===== src/rtl/jtag_tap_ctrl.sv =====
// IEEE 1149.1-style TAP controller with BYPASS, IDCODE and N_DR user data registers.
// Shift/update logic runs on posedge tck; tdo/tdo_en are launched on negedge tck.
module jtag_tap_ctrl #(
  parameter int          IR_W   = 4,
  parameter int          DR_W   = 32,
  parameter int          N_DR   = 2,
  parameter logic [31:0] IDCODE = 32'h1234_5ABD
) (
  input  logic                 tck,
  input  logic                 trst,
  input  logic                 tms,
  input  logic                 tdi,
  output logic                 tdo,
  output logic                 tdo_en,
  output logic [3:0]           tap_state,
  output logic [IR_W-1:0]      ir,
  input  logic [N_DR*DR_W-1:0] dr_capture_data,
  output logic [N_DR*DR_W-1:0] dr_update_data,
  output logic [N_DR-1:0]      dr_update_valid
);

  typedef enum logic [3:0] {
    TLR    = 4'd0,  RTI    = 4'd1,  SEL_DR = 4'd2,  CAP_DR = 4'd3,
    SH_DR  = 4'd4,  EX1_DR = 4'd5,  PA_DR  = 4'd6,  EX2_DR = 4'd7,
    UPD_DR = 4'd8,  SEL_IR = 4'd9,  CAP_IR = 4'd10, SH_IR  = 4'd11,
    EX1_IR = 4'd12, PA_IR  = 4'd13, EX2_IR = 4'd14, UPD_IR = 4'd15
  } state_t;

  localparam logic [IR_W-1:0] IDCODE_INSTR = IR_W'(1);
  localparam logic [IR_W-1:0] IR_CAPTURE   = IR_W'(1);

  state_t            state;
  state_t            state_nxt;
  logic [IR_W-1:0]   ir_sr;
  logic              bypass_sr;
  logic [31:0]       id_sr;
  logic [DR_W-1:0]   user_sr [N_DR];
  logic              id_sel;
  logic [N_DR-1:0]   user_sel;
  logic              sel_lsb;

  assign tap_state = state;

  always_comb begin
    state_nxt = state;
    case (state)
      TLR:     state_nxt = tms ? TLR    : RTI;
      RTI:     state_nxt = tms ? SEL_DR : RTI;
      SEL_DR:  state_nxt = tms ? SEL_IR : CAP_DR;
      CAP_DR:  state_nxt = tms ? EX1_DR : SH_DR;
      SH_DR:   state_nxt = tms ? EX1_DR : SH_DR;
      EX1_DR:  state_nxt = tms ? UPD_DR : PA_DR;
      PA_DR:   state_nxt = tms ? EX2_DR : PA_DR;
      EX2_DR:  state_nxt = tms ? UPD_DR : SH_DR;
      UPD_DR:  state_nxt = tms ? SEL_DR : RTI;
      SEL_IR:  state_nxt = tms ? TLR    : CAP_IR;
      CAP_IR:  state_nxt = tms ? EX1_IR : SH_IR;
      SH_IR:   state_nxt = tms ? EX1_IR : SH_IR;
      EX1_IR:  state_nxt = tms ? UPD_IR : PA_IR;
      PA_IR:   state_nxt = tms ? EX2_IR : PA_IR;
      EX2_IR:  state_nxt = tms ? UPD_IR : SH_IR;
      UPD_IR:  state_nxt = tms ? SEL_DR : RTI;
      default: state_nxt = TLR;
    endcase
  end

  // Instruction decode; anything that is neither IDCODE nor a user code is BYPASS.
  always_comb begin
    id_sel   = (ir == IDCODE_INSTR);
    user_sel = '0;
    for (int k = 0; k < N_DR; k++) begin
      user_sel[k] = (ir == IR_W'(k + 2));
    end
  end

  always_comb begin
    sel_lsb = bypass_sr;
    if (id_sel) sel_lsb = id_sr[0];
    for (int k = 0; k < N_DR; k++) begin
      if (user_sel[k]) sel_lsb = user_sr[k][0];
    end
  end

  always_ff @(posedge tck or posedge trst) begin
    if (trst) begin
      state           <= TLR;
      ir              <= IDCODE_INSTR;
      ir_sr           <= '0;
      bypass_sr       <= 1'b0;
      id_sr           <= '0;
      dr_update_data  <= '0;
      dr_update_valid <= '0;
      for (int k = 0; k < N_DR; k++) user_sr[k] <= '0;
    end else begin
      state           <= state_nxt;
      dr_update_valid <= '0;
      case (state)
        TLR:    ir    <= IDCODE_INSTR;
        CAP_IR: ir_sr <= IR_CAPTURE;
        SH_IR:  ir_sr <= {tdi, ir_sr[IR_W-1:1]};
        UPD_IR: ir    <= ir_sr;
        CAP_DR: begin
          bypass_sr <= 1'b0;
          id_sr     <= IDCODE;
          for (int k = 0; k < N_DR; k++) user_sr[k] <= dr_capture_data[k*DR_W +: DR_W];
        end
        SH_DR: begin
          if (id_sel) id_sr <= {tdi, id_sr[31:1]};
          else if (user_sel == '0) bypass_sr <= tdi;
          // Shift form works for DR_W == 1 as well.
          for (int k = 0; k < N_DR; k++) begin
            if (user_sel[k]) user_sr[k] <= (user_sr[k] >> 1) | (DR_W'(tdi) << (DR_W - 1));
          end
        end
        UPD_DR: begin
          for (int k = 0; k < N_DR; k++) begin
            if (user_sel[k]) begin
              dr_update_data[k*DR_W +: DR_W] <= user_sr[k];
              dr_update_valid[k]             <= 1'b1;
            end
          end
        end
        default: ;
      endcase
    end
  end

  always_ff @(negedge tck or posedge trst) begin
    if (trst) begin
      tdo    <= 1'b0;
      tdo_en <= 1'b0;
    end else begin
      case (state)
        SH_IR: begin
          tdo    <= ir_sr[0];
          tdo_en <= 1'b1;
        end
        SH_DR: begin
          tdo    <= sel_lsb;
          tdo_en <= 1'b1;
        end
        default: begin
          tdo    <= 1'b0;
          tdo_en <= 1'b0;
        end
      endcase
    end
  end

endmodule

===== config.mk =====
export PLATFORM = sky130hd
export DESIGN_NAME = jtag_tap_ctrl
export DESIGN_NICKNAME = d
export VERILOG_FILES = /design/src/rtl/jtag_tap_ctrl.sv
export SDC_FILE = /design/constraint.sdc
export NUM_CORES = 1
export LEC_CHECK = 0
export ABC_CLOCK_PERIOD_IN_PS = 6100
export BUFFER_PORTS_ARGS = -buffer_cell sky130_fd_sc_hd__buf_2
export CORE_ASPECT_RATIO = 1.2
export CORE_MARGIN = 2
export CORE_UTILIZATION = 45
export DETAILED_ROUTE_END_ITERATION = 8
export GPL_ROUTABILITY_DRIVEN = 0
export PLACE_DENSITY = 0.7
export SYNTH_ARGS = -nofsm -noshare
export SYNTH_HDL_FRONTEND = slang
export SYNTH_SLANG_ARGS = --single-unit

===== constraint.sdc =====
create_clock -name tck -period 6.1 [get_ports tck]
set_input_delay 0 -clock tck [delete_from_list [all_inputs] [get_ports tck]]
set_output_delay 0 -clock tck [all_outputs]
set_load 0.02 [all_outputs]

==> results of run 1 <==
-- flip-flops by register name, indices dropped and copies added (netlist names) --
name             count
dr_update_data      64
user_sr             64
id_sr               32
ir                   4
ir_sr                4
tap_state            4
dr_update_valid      2
bypass_sr            1
tdo                  1
tdo_en               1
-- per-layer routing --
| metal | wire length, um | part of all wire [%] | GRT usage, % |
|---|---|---|---|
| met4 | 484 | 2.9 | 8.94 |
| met5 | 0 | 0 | 0 |
| met1 | 7510 | 45 | 26.4 |
| met3 | 688 | 4.1 | 4.13 |
| met2 | 7900 | 48 | 30.4 |
-- area by class of cell --
cell class	instances	area share [%]
sequential	177	47.1
multi-input combinational	373	25.4
timing repair buffer	215	15.3
clock buffer	20	4.96
tap	212	2.82
inverter	69	2.79
clock inverter	12	1.68
-- critical path: cells and delay by family (launching register included) --
kind,cells,cell delay (ns)
flip-flops,1,0.71
AO/OA/AOI/OAI,2,0.40
AND/OR/NAND/NOR,2,0.51
-- synth_stat cells, types with 2 or more instances --
master | number | area [um^2]
nand3_1 | 5 | 25.0
dfrtp_1 | 174 | 4350
nor2_1 | 25 | 93.8
inv_1 | 69 | 259
clkbuf_2 | 2 | 10.0
or3_1 | 2 | 12.5
buf_4 | 4 | 30.0
or4b_1 | 2 | 20.0
mux2_2 | 64 | 721
o21ai_0 | 43 | 215
clkbuf_1 | 25 | 93.8
buf_2 | 12 | 60.1
dfrtn_1 | 2 | 50.1
and3_1 | 4 | 25.0
nand2_1 | 63 | 236
and2_1 | 2 | 12.5
o211ai_1 | 3 | 22.5
buf_6 | 6 | 67.6
o22ai_1 | 65 | 407
a21oi_1 | 72 | 360
a221o_1 | 3 | 30.0
nor3_1 | 4 | 20.0
-- kinds of logic after synthesis --
kind of cell              Yosys count
AOI/OAI and AO/OA                 192
xor gates and xnor gates            2
buffers and inverters             118
DFF                               177
muxes                              65
and+or+nand+nor                   114
-- placed cells by master (no fill, tap or decap), types with 4 or more instances in the layout --
master         Yosys  layout
clkinv_4           0       4
clkinvlp_4         0       4
dlygate4sd3_1      0      67
dfrtp_1          174     174
mux2_2            64      64
o21ai_0           43      43
buf_2             12     143
a21oi_1           72      72
and3_1             4       4
clkbuf_16          0      17
buf_4              4       4
nor2_1            25      24
nor3_1             4       4
nand2_1           63      63
o22ai_1           65      65
inv_1             69      68
-- stage by stage --
step           util, %  worst slack, ns  std cells  cell area, um^2  power (W)
2_1_floorplan        -            0.904        668             7320    0.00257
3_3_place_gp      50.4             1.50        979             8110    0.00278
3_5_place_dp      50.4             1.44        979             8110    0.00282
4_1_cts           58.5             1.41       1078             9410    0.00400
5_1_grt           58.5             1.26       1078             9410    0.00423
6_report          58.5             1.42       1078             9410    0.00397
-- path summary, 6_finish.rpt --
check	start	end	slack [ns]	depth (start not counted)
worst min register to register	id_sr[30]	id_sr[29]	0.48	2
min in group tck	tdi	id_sr[31]	0.33	4
max in group asynchronous	trst	tdo	2.57	3
worst min-delay path	trst	ir_sr[0]	0.23	3
worst max-delay path	tap_state[1]	tdo	1.42	4
worst max register to register	tap_state[1]	tdo	1.42	4
-- power by group --
group	internal, W	switching [W]
Combinational	0.000409	0.000553
Clock	0.000678	0.000453
Sequential	0.00155	0.000325
Total	0.00264	0.00133
==> flow_summary.yaml, run 1 <==
synthesis:
  muxShareOfSynthArea_pct: 9.99
  synthDistinctLibCells: 39
  synth_area_per_cell_um2: 10.9
  ys_async_sr_fraction_pct: 100
  ys_seq_area_share_pct: 60.6
  yosys.area_share.simple_pct: 7.24
  synth-xor-area-share_pct: 0.240
  synth_seq_cells: 177
  syn-num-nets: 736
  synth_fa_ha_area_share_pct: 0
  dominantRegCellSynth: "dfrtp_1"
  syn_inst: 668
  synth_top_family_by_area: "compound AO/OA/AOI/OAI gates"
  ys_warn_count: 0
  synth_compound_area_share_pct: 14.8
  syn_area_um2: 7310
  synth-edff-count: 0
final_layout:
  seq_area_um2: 4430
  drive_gt1_share_pct: 29.3
  n_fill_cell: 1341
  diodes: 0
  multiInputGateArea_um2: 2390
  nets: 921
  area_growth_syn_to_layout_pct: 28.6
global_routing:
  grt_max_degree: 157
  grt_pass1_vias: 5453
  grt_pass1_wl_um: 26700
  grt_usage_pct: 19.5
  grt_overflow: 0
  antenna_found_initial: 0
timing:
  finalSetupViolCount: 0
  skew_ns: 0.0246
  tns_ns: 0
  rsz0062_at_grt: "no"
  hold_violations: 0
  tightestPinTransition_ns: 1.20
  slew-limit-headroom_pct: 20.3
  slew_viol_final: 0
  fin_hold_ws_ns: 0.229
power_and_ir_drop:
  irDropWorstVdd_mv: 0.291
  p_leak_nw: 4.81
  p_per_area_nw_per_um2: 422
place:
  port_buffers: 143
  hpwl_um: 9820
critical_path:
  slowest_stage: "dfrtp_1"
  critical_path_class: "reg -> reg"
  worst_setup_path_end_kind: "flip-flop"
  crit_chain: "nand2_1 > or2_2 > o32a_1 > o21ai_0"
  required_ns: 3.45
  critPathArrivalTime_ns: 2.03
  critical-path-max-stage-delay_ns: 0.71
  path_max_fanout: 18
  crit_path_start_kind: "flip-flop"
hold_path:
  hold_class: "in -> async"
floorplan:
  std_cell_rows: 51
  die_w_um: 120
  initial_core_util_pct: 45.5
  ioPinCount: 144
  dieHeight_um: 144
  die_area_um2: 17300
  coreArea_um2: 16100
drt:
  vias: 5603
  ant_nets: 0
  post_drt_via_cell_ratio: 5.20
  drc: 0
  finalWirelength_um: 16600
  drt-pass1-iter-count: 4
  drt_first_iter_violations: 444
  avgRoutedWirePerCell_um: 15.4
clock_network:
  clock-root-buffer: "clkbuf_16"
  cts_setup_buffers: 0
  cts_sinks: 177
  cts_buffer_depth: 2
  cts_tree: "yes"
  cts_resized: 0
  ctsHtreeMaxLevel: 4
  cts_buffers: 17
  clkSlewWorstSetupHoldPaths_ns: 0.07
  cts-hold-fix-buffers: 67
  clk_latency_ns: 0.42
run:
  max-cap-violations: 0
run_status:
  status: "completed"
Power figures use the tool's default switching activity.
==> run 2: changes to the inputs <==
--- a/config.mk
+++ b/config.mk
@@ -5,7 +5,7 @@
 export SDC_FILE = /design/constraint.sdc
 export NUM_CORES = 1
 export LEC_CHECK = 0
-export ABC_CLOCK_PERIOD_IN_PS = 6100
+export ABC_CLOCK_PERIOD_IN_PS = 4890
 export BUFFER_PORTS_ARGS = -buffer_cell sky130_fd_sc_hd__buf_2
 export CORE_ASPECT_RATIO = 1.2
 export CORE_MARGIN = 2
==> constraint.sdc (replaced) <==
create_clock -name tck -period 4.89 [get_ports tck]
set_input_delay 0 -clock tck [delete_from_list [all_inputs] [get_ports tck]]
set_output_delay 0 -clock tck [all_outputs]
set_load 0.02 [all_outputs]
==> flow_summary.yaml, run 2 (synthesis results as in run 1) <==
run_status:
  status: "completed"
final_layout:
  area_growth_syn_to_layout_pct: 28.3
  drive_gt1_share_pct: 29.1
  final_util_pct: 58.4
  layout_commonest_cell: "dfrtp_1"
  n_fill_cell: 1358
  diodes: 0
  nets: 922
  final_cell_mix: "dfrtp_1 (174), buf_2 (143), a21oi_1 (72)"
  largestRegisters: "dr_update_data x64, user_sr x64, id_sr x32"
  fin_area_um2: 9380
critical_path:
  critical-path-max-stage-delay_ns: 0.71
  path_max_fanout: 18
  worst_setup_path_end_kind: "flip-flop"
  required_ns: 2.85
  critPathArrivalTime_ns: 2.03
  cp_num_buf_inv: 0
  slowest_stage: "dfrtp_1"
  critical_path_class: "reg -> reg"
  crit_chain: "nand2_1 > or2_2 > o32a_1 > o21ai_0"
  crit_path_start_kind: "flip-flop"
  cp_top_family: "flip-flops"
timing:
  tightestPinTransition_ns: 1.27
  slew_viol_final: 0
  hold_violations: 0
  slew-limit-headroom_pct: 15.7
  finalSetupViolCount: 0
  rsz0062_at_grt: "no"
  skew_ns: 0.0262
  tns_ns: 0
drt:
  drc: 0
  ant_nets: 0
  post_drt_via_cell_ratio: 5.14
  drt-pass1-iter-count: 6
  avgRoutedWirePerCell_um: 15.5
  vias: 5546
  drt_first_iter_violations: 464
  finalWirelength_um: 16800
place:
  hpwl_um: 9850
  port_buffers: 143
  dpl_cell_area_um2: 8110
clock_network:
  cts_setup_buffers: 0
  ctsHtreeMaxLevel: 4
  cts_sinks: 177
  cts_buffer_depth: 2
  cts_buffers: 17
  clk_latency_ns: 0.42
  clkSlewWorstSetupHoldPaths_ns: 0.06
  cts_tree: "yes"
  clock-root-buffer: "clkbuf_16"
floorplan:
  die_area_um2: 17300
  std_cell_rows: 51
  coreArea_um2: 16100
  die_w_um: 120
  initial_core_util_pct: 45.5
  ioPinCount: 144
  dieHeight_um: 144
power_and_ir_drop:
  p_per_area_nw_per_um2: 526
  irDropWorstVdd_mv: 0.376
  p_leak_nw: 4.80
  total_power_w: 0.00494
global_routing:
  grt_pass1_vias: 5399
  grt_usage_pct: 19.6
  grt_max_degree: 71
  grt_pass1_wl_um: 26800
  grt_overflow: 0
  antenna_found_initial: 0
run:
  max-cap-violations: 0
hold_path:
  hold_class: "in -> reg"
[run 2: changes by cell type in the layout (fill, tap and decap cells not counted), sizes merged]
cell / delta
clkinv: -4
clkbuf: +3
buf: +1
clkinvlp: +1
[run 2: per-stage QoR]
| stage | setup WS [ns] | instances | hold WS [ns] |
|---|---|---|---|
| after floorplan | 0.299 | 668 | 0.117 |
| after global placement | 0.893 | 980 | 0.216 |
| after detailed placement | 0.870 | 980 | 0.238 |
| after CTS | 0.806 | 1079 | 0.325 |
| after global routing | 0.666 | 1079 | 0.368 |
| final | 0.816 | 1079 | 0.339 |
[run 2: worst paths after layout]
path	from	endpoint	slack, ns	cells after the start
max	tap_state[1]	tdo	0.82	4
min	tdi	id_sr[31]	0.34	4
max reg2reg	tap_state[1]	tdo	0.82	4
min reg2reg	id_sr[6]	id_sr[5]	0.48	2
max in group asynchronous	trst	tdo	1.67	3
min in group asynchronous	trst	ir_sr[3]	0.35	3
[run 2: where the power goes]
part | switching [W] | total, W | internal, W | leakage [nW]
Combinational | 0.000697 | 0.00121 | 0.000510 | 2.28
Clock | 0.000550 | 0.00139 | 0.000844 | 0.285
Sequential | 0.000398 | 0.00234 | 0.00194 | 2.23
Total | 0.00165 | 0.00494 | 0.00329 | 4.80
[run 2: per-layer routing]
metal	global-route usage [%]	vias to the layer above	share of wire, %
li1	-	2666	-
met1	26.3	2719	46
met2	31.3	133	48
met3	3.77	28	3.5
met4	8.45	0	2.5
met5	0	-	0
[run 2: worst register-to-register path, stage by stage, from the launching register on]
cell     delay, ns
dfrtp_1       0.71
nand2_1       0.13
or2_2         0.38
o32a_1        0.31
o21ai_0       0.08
[run 2: layout make-up]
cell class / count / area, um^2 / share of cell area (%)
sequential: 177 / 4430 / 47.2
clock buffer: 23 / 478 / 5.09
timing repair buffer: 216 / 1430 / 15.3
clock inverter: 9 / 130 / 1.39
tap: 212 / 265 / 2.83
multi-input combinational: 373 / 2390 / 25.4
inverter: 69 / 263 / 2.80
[run 2: timing repair]
item	CTS	global route
gates resized for setup	0	0
hold buffers	67	0
endpoints found under the hold margin	107	0
